### src/rtl/fir_cntrl.sv
// fir_cntrl: top-level controller of the programmable FIR engine.
// Walks an internal coefficient ROM row by row. For each row it loads the taps,
// clears the sample delay line, streams every sample from the sample ROM through
// ORDER+1 multiply units plus an adder, and emits one y per sample.
// Build option: define CNTRL_DIAG_EN to expose internal state on *_test ports.
module fir_cntrl #(
  parameter int BITS  = 16,
  parameter int ORDER = 4,
  parameter int ROWS  = 16
) (
  input  logic                       dpu_clk,
  input  logic                       rst_n,
  output logic signed [2*BITS-1:0]   y,
  output logic                       y_valid
`ifdef CNTRL_DIAG_EN
  ,
  output logic [2:0]                 state_test,
  output logic [$clog2(ROWS)-1:0]    row_test,
  output logic [$clog2(ROWS)-1:0]    idx_test,
  output logic [BITS*(ORDER+1)-1:0]  h_regs_test,
  output logic [BITS*(ORDER+1)-1:0]  x_regs_test,
  output logic [2*BITS*(ORDER+1)-1:0] dpu_y_test,
  output logic [ORDER:0]             dpu_enables_test
`endif
);

  localparam int AW = $clog2(ROWS);

  // Encodings are visible on state_test, so keep them fixed.
  typedef enum logic [2:0] {
    IDLE   = 3'd0,
    LOAD_H = 3'd1,
    CLEAR  = 3'd2,
    FETCH  = 3'd3,
    MAC    = 3'd4,
    SUM    = 3'd5,
    NEXT   = 3'd6
  } state_t;

  state_t                    state;
  logic [AW-1:0]             row;
  logic [AW-1:0]             idx;
  logic signed [BITS-1:0]    h [0:ORDER];
  logic signed [BITS-1:0]    x [0:ORDER];
  logic signed [2*BITS-1:0]  p [0:ORDER];
  logic signed [2*BITS-1:0]  sum_p;
  logic [ORDER:0]            dpu_en;

  // Coefficient ROM: h_rom[r][k] = r+k+1, truncated to BITS.
  function automatic logic signed [BITS-1:0] h_rom(input logic [AW-1:0] r, input int k);
    int v;
    v = int'(r) + k + 1;
    return BITS'(v);
  endfunction

  // Sample ROM: x_rom[n] = n+1, truncated to BITS.
  function automatic logic signed [BITS-1:0] x_rom(input logic [AW-1:0] n);
    int v;
    v = int'(n) + 1;
    return BITS'(v);
  endfunction

  // Adder tree over all products; wraps modulo 2^(2*BITS).
  always_comb begin
    sum_p = '0;
    for (int k = 0; k <= ORDER; k++) begin
      sum_p = sum_p + p[k];
    end
  end

  // Multiply units are only enabled while the FSM is in MAC.
  always_comb begin
    dpu_en = (state == MAC) ? '1 : '0;
  end

  // Main controller FSM with datapath registers and registered outputs.
  always_ff @(posedge dpu_clk or negedge rst_n) begin
    if (!rst_n) begin
      state   <= IDLE;
      row     <= '0;
      idx     <= '0;
      y       <= '0;
      y_valid <= 1'b0;
      for (int k = 0; k <= ORDER; k++) begin
        h[k] <= '0;
        x[k] <= '0;
        p[k] <= '0;
      end
    end else begin
      y_valid <= 1'b0;
      case (state)
        IDLE: begin
          state <= LOAD_H;
        end
        LOAD_H: begin
          for (int k = 0; k <= ORDER; k++) begin
            h[k] <= h_rom(row, k);
          end
          state <= CLEAR;
        end
        CLEAR: begin
          // Each row starts with an empty delay line.
          for (int k = 0; k <= ORDER; k++) begin
            x[k] <= '0;
          end
          idx   <= '0;
          state <= FETCH;
        end
        FETCH: begin
          x[0] <= x_rom(idx);
          for (int k = 1; k <= ORDER; k++) begin
            x[k] <= x[k-1];
          end
          state <= MAC;
        end
        MAC: begin
          // Operands sign-extended to full width; the exact product fits.
          for (int k = 0; k <= ORDER; k++) begin
            if (dpu_en[k]) begin
              p[k] <= (2*BITS)'(h[k]) * (2*BITS)'(x[k]);
            end
          end
          state <= SUM;
        end
        SUM: begin
          y       <= sum_p;
          y_valid <= 1'b1;
          if (idx == AW'(ROWS - 1)) begin
            state <= NEXT;
          end else begin
            idx   <= idx + 1'b1;
            state <= FETCH;
          end
        end
        NEXT: begin
          row   <= (row == AW'(ROWS - 1)) ? '0 : row + 1'b1;
          state <= LOAD_H;
        end
        default: begin
          state <= IDLE;
        end
      endcase
    end
  end

`ifdef CNTRL_DIAG_EN
  // Flatten internal registers onto the diagnostic ports.
  always_comb begin
    state_test       = state;
    row_test         = row;
    idx_test         = idx;
    dpu_enables_test = dpu_en;
    h_regs_test      = '0;
    x_regs_test      = '0;
    dpu_y_test       = '0;
    for (int k = 0; k <= ORDER; k++) begin
      h_regs_test[k*BITS +: BITS]     = h[k];
      x_regs_test[k*BITS +: BITS]     = x[k];
      dpu_y_test[k*2*BITS +: 2*BITS]  = p[k];
    end
  end
`endif

endmodule

### config.mk
export PLATFORM = sky130hd
export DESIGN_NAME = fir_cntrl
export DESIGN_NICKNAME = d
export VERILOG_FILES = /design/src/rtl/fir_cntrl.sv
export SDC_FILE = /design/constraint.sdc
export NUM_CORES = 1
export LEC_CHECK = 0
export CAP_MARGIN = 20
export CORE_ASPECT_RATIO = 0.6
export CORE_MARGIN = 5
export CORE_UTILIZATION = 45
export CTS_CLUSTER_SIZE = 10
export DETAILED_ROUTE_END_ITERATION = 10
export DONT_BUFFER_PORTS = 1
export SLEW_MARGIN = 5
export SYNTH_ARGS = -nofsm -noshare
export SYNTH_HDL_FRONTEND = slang
export SYNTH_SLANG_ARGS = --single-unit
### constraint.sdc
create_clock -name dpu_clk -period 4.18 [get_ports dpu_clk]
set_input_delay 1.254 -clock dpu_clk [delete_from_list [all_inputs] [get_ports dpu_clk]]
set_output_delay 1.254 -clock dpu_clk [all_outputs]
set_load 0.01 [all_outputs]
## Word level (Yosys, flattened, before mapping)

Index checks and enable logic that the tools add are counted.

| operators by class | value |
|---|---|
| add/subtract/negate cells | 15 |
| $mul | 5 |
| equal/unequal tests | 9 |
| mux-type cells | 8 |
| reductions and logical operators | 10 |

Operators by type and width:

| cell | number |
|---|---|
| one-hot mux 80 bit (2 select lines) | 1 |
| adder 32 bit | 4 |
| multiplier 7 x 16 -> 23 bit | 4 |
| adder 5 x 1 -> 6 bit (second input constant) | 4 |
| multiplier 6 x 16 -> 22 bit | 1 |
| one-hot mux 3 bit (6 select lines) | 1 |
| AND reduction 2 bit | 6 |
| adder 4 x 1 -> 5 bit (second input constant) | 2 |
| adder 4 x 2 -> 5 bit (second input constant) | 2 |
| equality test 3 bit (second input constant) | 3 |
| adder 4 x 1 -> 4 bit (second input constant) | 2 |
| equality test 4 bit (second input constant) | 2 |
| 2-to-1 mux 4 bit | 2 |
| one-hot mux 4 bit (2 select lines) | 1 |
| equality test 3 x 2 -> 1 bit (second input constant) | 2 |
| adder 4 x 3 -> 5 bit (second input constant) | 1 |
| 2-to-1 mux 5 bit | 1 |
| nonzero test 2 bit | 2 |
| equality test 3 x 1 -> 1 bit (second input constant) | 1 |
| zero test 3 bit | 1 |
| 2-to-1 mux 3 bit | 1 |
| inequality test 2 bit (second input constant) | 1 |
| OR reduction 2 bit | 1 |
| 2-to-1 mux 1 bit | 1 |

| word-level totals | value |
|---|---|
| flip-flop bits (word level) | 313 |
| bits of input ports | 2 |
| output and inout port bits | 33 |
| logic and storage cells | 67 |

## Longest topological paths before layout

Gate-level depths: netlist (run 1).

| depth | value |
|---|---|
| word-level depth | 4 |
| depth in mapped cells | 15 |
| mapped depth without buffers | 14 |

## Worst setup path after synthesis (run 1)

OpenSTA, ideal clock, no wires.

| path | value |
|---|---|
| path kind | register to register |
| from | register x[33] in the netlist's numbering |
| to | register p[73] in the netlist's numbering |
| library setup time | 0.082 ns |
| arrival | 3.432 ns |
| required time | 4.098 ns |
| slack | 0.666 ns |
| cell stages (with the launch flop) | 13 |
| path buffers | 0 |
| clock period less this slack | 3.514 ns |
| path through | dfrtp_1 -> nand2_1 -> fa_1 -> inv_1 -> ha_1 -> ha_1 -> fa_1 -> ha_1 -> o21ai_0 -> o21bai_1 -> o311a_1 -> or3_1 -> a31oi_1 |

| on the way | value |
|---|---|
| cells in the longest elaborated chain, start to end | 1 |

Ends and longest elaborated chain:

| item | line | RTL |
|---|---|---|
| start, declared | 44 | `logic signed [BITS-1:0] x [0:ORDER];` |
| start signal, assigned by index | 112 | `x[k] <= x[k-1];` |
| multiplier 7 x 16 -> 23 bit | 120 | `p[k] <= (2*BITS)'(h[k]) * (2*BITS)'(x[k]);` |
| end signal, assigned by index | 120 |  |
| end, declared | 45 | `logic signed [2*BITS-1:0] p [0:ORDER];` |

Every way passes these cells.
A chain may end at the register's enable or synchronous reset.

## Worst setup path after layout (run 1)

| path | value |
|---|---|
| from | register x[35] in the netlist's numbering |
| to | register p[73] in the netlist's numbering |

The elaborated chain is that of the path after synthesis.

==> impl_results.md, run 1 <==
* Share of cells above drive strength 1 at 4.16%
* Row count at 44
* Tmin final at 3.77 ns
* DRT antenna net count at 0
* Status: complete, no violations
* Post-Synthesis Cell Area at 0.0113 mm^2
* Drt total wl at 25.1 mm
* CTS buffer count at 17
* Die width at 214 um
* Ys Warns at 0
* I/O pins at 35
* Most frequent CP cell: ha_1
* Slew Viols, Final at 0
* Commonest non-fill, non-tap cell in the layout: nand2_1
* Cells after Synth at 1246
* DRT iter0 DRCs at 610
* Layout Cells excl Fill at 1573
* CTS tree: done
* Largest net degree at the start of global routing at 132
* Skew-Pair Late Insertion Delay at 0.44 ns
* Crit Path Class: flip-flop to flip-flop
* GP Congestion at 0.826
* Count of max-cap constraint violations at 0
* Gate power share at 0.3%
* # DRC at 0
* Final hold vios at 0
* Sw frac at 22.2%
* Vias per cell at 5.08
* Largest fanout on the critical path at 7
* DP Wirelength at 19.6 mm
* Setup Skew at 0.00760 ns
* All-Layer GR Usage at 18.6%
* Critical Path, Cell by Cell: nand2_1, fa_1, inv_1, ha_1, ha_1, fa_1, ha_1, o21ai_0, o21bai_1, o311a_1, or3_1, a31oi_1
* CTS root buffer: clkbuf_16
* Most frequent cells in the layout: nand2_1 (195), inv_1 (171), ha_1 (148)
* Slew of the pin with the lowest slew margin at 0.613 ns
* Unrepaired setup endpoints after global routing: false
* DIE HEIGHT at 133 um
* Cell Pwr Density at 230 mW/mm^2
* Die area at 0.0284 mm^2
* Number of synthesized flops with an enable pin at 0
* Reg-to-reg startpoint: x[35]
* Antenna violations before repair at 0
* Vias at 7998
* Hold WC Path Type: flip-flop to flip-flop
* Post-synthesis register bit count at 131
* Initial Util at 46.2%
* Gr ovfl total at 0
* LEAKAGE at 6.42 nW
* Longest Clk Path Bufs at 2
* Seq pwr share at 45.3%
* Clock sink count at 131
* Maximum vdd drop at 0.292 mV
* Crit path launch: x[35]
* CP startpoint kind: flip-flop
* Setup bufs post-CTS at 0
* IO Port Bufs at 0
* Worst reg-to-reg setup slack at 0.41 ns
* Min-delay src: p[41]
* Synthesized area per cell at 9.04 um^2
* Synth Flop Type: dfrtp_1
* Ys async rst share at 100%
* First-pass DRT Iterations at 5
* Setup_tns at 0 ns
* R2R cell count at 12
* Clk pin slew, worst setup/hold paths at 0.06 ns
* Layout area overhead at 7.82%
* Global-route wire length before repair at 42.4 mm
* Cell variety after synth at 55
* Internal at 0.00218 W
* Core ar. at 0.0244 mm^2
* Seq/Total Area, Yosys at 29.1%
* Final setup viols at 0
* WP data required at 4.53 ns
* H-tree Lvls at 4
* Crit end category: flip-flop
* Hold EP: p[41]
* Dpl cells at 1539
* WHS Path Cells at 2
* Slowest stage delay, CP at 0.52 ns
* Final #Nets at 1467
* Rel. slew slack at 59.1%
* # hold bufs at CTS at 0
* Critical path arrival at 4.12 ns
* Clk pwr share at 54.4%
* Final Cycle Share at 90.3%
* Vias in the first global route at 7694
* FMAX at 265 MHz
* Slowest-stage cell, CP: dfrtp_1
* R2r endpoint: p[73]
* Post-cts gate resize count at 0
* Routed len/inst at 16.0 um
* Psw at 0.000620 W
==> kinds of logic after synthesis <==
| family | share of synthesized area, % |
|---|---|
| simple gates | 16.1 |
| compound gates | 12.8 |
| fa+ha+maj | 30.7 |
| buf+inv | 8.22 |
| flops | 29.1 |
| xor+xnor | 2.72 |
| mux | 0.367 |
| other cells | 0.0333 |
==> critical path, delay by kind of cell (launching register included) <==
kind,cells,cell delay [ns]
fa+ha+maj,5,1.92
compound gates,4,0.80
simple gates,2,0.41
buf+inv,1,0.04
flops,1,0.52
==> sequential cells by signal, summed over array words and instances (netlist names) <==
signal   count
idx          4
y           15
p           57
state        3
h           22
y_valid      1
row          4
x           25
==> power by group through the flow <==
stage                     registers [W]  clock network, W   logic [W]
after global placement          0.00129                 0  0.00000659
after CTS                       0.00127           0.00156  0.00000659
after floorplan                 0.00129                 0   0.0000184
after global routing            0.00127           0.00162  0.00000809
after detailed placement        0.00129                 0  0.00000659
final                           0.00127           0.00152  0.00000711
==> layout make-up <==
class	count	area (um^2)
diodes	1	2.50
clock inverters	12	130
clock buffers	20	457
inverters	172	646
well taps	322	403
multi-input cells	904	7130
flip-flops and latches	131	3280
fillers	2287	12200
repair buffers	11	103
==> metrics by stage <==
step                hold slack (ns)  instance area, um^2  setup WS, ns  total power [W]  utilization (%)
floorplan                     0.445                11300         0.666          0.00131                -
global placement              0.466                11500         0.430          0.00130             47.3
detailed placement            0.470                11500         0.442          0.00130             47.3
CTS                           0.483                12100         0.403          0.00283             49.7
global route                  0.479                12100         0.128          0.00290             49.8
finish                        0.475                12100         0.407          0.00280             49.8
==> metal layers <==
metal	track usage [%]	up-vias	part of all wire (%)
met5	0	-	0
met4	4.11	0	0.79
met3	3.47	16	4.2
met2	23.2	123	37
met1	32.0	3830	58
li1	-	4029	-
==> synthesized netlist by cell type (15+ instances only) <==
master,number,area share [%]
a21oi_1,34,1.5
clkbuf_1,28,0.93
o21ai_0,121,5.4
nand2_1,195,6.5
buf_4,18,1.2
ha_1,148,16
a211oi_1,15,1.0
inv_1,171,5.7
fa_1,80,14
and2_1,103,5.7
nor2_1,27,0.90
dfrtp_1,131,29
xor2_1,22,1.7
==> worst max path at each step <==
stage | endpoint | cells past startpoint
2_1_floorplan | p[73] | 12
3_3_place_gp | p[73] | 12
3_5_place_dp | p[73] | 12
4_1_cts | p[73] | 12
5_1_grt | p[73] | 12
6_report | p[73] | 12
No activity file was read; power rests on OpenSTA's default activity.
==> inputs of run 2 (changes only) <==
- clock period: 4.18 -> 4.2 ns (I/O delays scaled with it)
==> run 2 against run 1 <==
First-iteration DRC count shrank 17%. Via count shrank 1.0%. Utilization grew 0.067 points. Final area grew 0.13%. Register-to-register slack lost 0.10 ns. Critical path depth grew 1. Sequential power is essentially flat. Highest routed layer unchanged.
==> impl_results.md, run 2 (same netlist as run 1, synthesis figures left out) <==
* Setup_tns at 0 ns (unchanged)
* Tmin final at 3.90 ns (was 3.77 ns)
* WP data required at 4.51 ns (was 4.53 ns)
* Biggest regs: p: 57 flops, x: 25 flops, h: 22 flops (unchanged)
* Vias in the first global route at 7817 (was 7694)
* Cell Pwr Density at 235 mW/mm^2 (was 230 mW/mm^2)
* Global-route wire length before repair at 43.1 mm (was 42.4 mm)
* Critical path arrival at 4.21 ns (was 4.12 ns)
* Post-cts gate resize count at 0 (unchanged)
* Hold WC Path Type: flip-flop to flip-flop (unchanged)
* Dpl ws at 0.328 ns (was 0.442 ns)
* Routed len/inst at 16.2 um (was 16.0 um)
* Slew of the pin with the lowest slew margin at 0.605 ns (was 0.613 ns)
* Crit end category: flip-flop (unchanged)
* Commonest non-fill, non-tap cell in the layout: nand2_1 (unchanged)
* # hold bufs at CTS at 0 (unchanged)
* Largest Register: p (unchanged)
* Slew Viols, Final at 0 (unchanged)
* DP Wirelength at 19.8 mm (was 19.6 mm)
* Setup Skew at 0.00805 ns (was 0.00760 ns)
* FMAX at 257 MHz (was 265 MHz)
* Clk pin slew, worst setup/hold paths at 0.06 ns (about the same)
* Clock sink count at 131 (unchanged)
* DRT iter0 DRCs at 504 (was 610)
* Die width at 214 um (unchanged)
* Status: complete, no violations (unchanged)
* Crit Path Class: flip-flop to flip-flop (unchanged)
* Antenna violations before repair at 0 (unchanged)
* Final #Nets at 1467 (unchanged)
* Final hold vios at 0 (unchanged)
* CTS root buffer: clkbuf_16 (unchanged)
* H-tree Lvls at 4 (unchanged)
* Core ar. at 0.0244 mm^2 (unchanged)
* # DRC at 0 (unchanged)
* DIE HEIGHT at 133 um (unchanged)
* Largest fanout on the critical path at 12 (was 7)
* Count of max-cap constraint violations at 0 (unchanged)
* Hold WS at 0.481 ns (was 0.475 ns)
* Layout Cells excl Fill at 1574 (was 1573)
* Filler cells at 2279 (was 2287)
* Dpl cells at 1540 (was 1539)
* I/O pins at 35 (unchanged)
* First-pass DRT Iterations at 4 (was 5)
* IO Port Bufs at 0 (unchanged)
* GP Congestion at 0.807 (was 0.826)
* Share of cells above drive strength 1 at 4.24% (was 4.16%)
* CTS tree: done (unchanged)
* R2R cell count at 13 (was 12)
* Final setup viols at 0 (unchanged)
* Skew-Pair Late Insertion Delay at 0.44 ns (about the same)
* Layout area overhead at 7.96% (was 7.82%)
* Final Cycle Share at 92.8% (was 90.3%)
* CTS buffer count at 17 (unchanged)
* LEAKAGE at 6.42 nW (about the same)
* Rel. slew slack at 59.7% (was 59.1%)
* Post-DP Area at 0.0115 mm^2 (about the same)
* WHS Path Cells at 2 (unchanged)
* Row count at 44 (unchanged)
* Largest register FFs at 57 (unchanged)
* CP startpoint kind: flip-flop (unchanged)
* Vias per cell at 5.03 (was 5.08)
* Gr ovfl total at 0 (unchanged)
* Setup bufs post-CTS at 0 (unchanged)
* Maximum vdd drop at 0.347 mV (was 0.292 mV)
* Initial Util at 46.2% (unchanged)
* Largest net degree at the start of global routing at 132 (unchanged)
* Vias at 7915 (was 7998)
* Drt total wl at 25.4 mm (was 25.1 mm)
* Die area at 0.0284 mm^2 (unchanged)
* Most frequent cells in the layout: nand2_1 (195), inv_1 (171), ha_1 (148) (unchanged)
* Unrepaired setup endpoints after global routing: false (unchanged)
* Fin area at 0.0122 mm^2 (was 0.0121 mm^2)
* DRT antenna net count at 0 (unchanged)
* Longest Clk Path Bufs at 2 (unchanged)
* PnR worst setup slack at 0.303 ns (was 0.407 ns)
* All-Layer GR Usage at 18.9% (was 18.6%)
run 2: metal layers:
layer | track usage, % | vias to the layer above | share of wire [%]
met5 | 0 | - | 0
met4 | 3.58 | 0 | 0.70
met3 | 4.57 | 13 | 3.7
met2 | 23.3 | 86 | 37
met1 | 32.2 | 3793 | 59
li1 | - | 4023 | -
run 2: path summary, 6_finish.rpt:
| check | startpoint | end | slack (ns) |
|---|---|---|---|
| max | h[65] | p[136] | 0.30 |
| min | p[39] | p[39] | 0.48 |
| max reg2reg | h[65] | p[136] | 0.30 |
| min reg2reg | p[39] | p[39] | 0.48 |
| max in group asynchronous | rst_n | x[52] | 3.40 |
| min in group asynchronous | rst_n | y[12] | 0.51 |
run 2: power by group:
group | total [W] | internal (W) | switching, W
Combinational | 0.00000705 | 0 | 0.00000705
Clock | 0.00159 | 0.000980 | 0.000614
Sequential | 0.00126 | 0.00126 | 0
Total | 0.00286 | 0.00224 | 0.000621
run 2: cell type report:
cell class	instances	area, um^2	area share [%]
diodes	2	5.00	0.0412
clock buffers	20	467	3.84
clock inverters	12	154	1.27
inverters	172	646	5.31
multi-input cells	904	7130	58.6
flip-flops and latches	131	3280	27.0
well taps	322	403	3.31
repair buffers	11	82.6	0.679
run 2: worst max-delay path, stage by stage, from the launching register on:
cell	delay, ns
dfrtp_1	0.62
and2_1	0.24
fa_1	0.44
ha_1	0.29
inv_1	0.05
fa_1	0.53
inv_1	0.07
ha_1	0.30
a21o_1	0.19
a31oi_1	0.24
nor3b_1	0.08
a311oi_1	0.45
buf_4	0.20
o21ai_0	0.06
run 2: through the flow:
stage                     total power [W]  utilization [%]
after detailed placement          0.00129             47.3
after floorplan                   0.00130                -
after global routing              0.00295             49.8
final                             0.00286             49.9
after CTS                         0.00289             49.8
after global placement            0.00129             47.3
==> inputs of run 3 (changes only) <==
- ABC_CLOCK_PERIOD_IN_PS: unset -> 4200
==> results of run 3 <==
Final layout, timing and power as in run 2 (identical DEF).
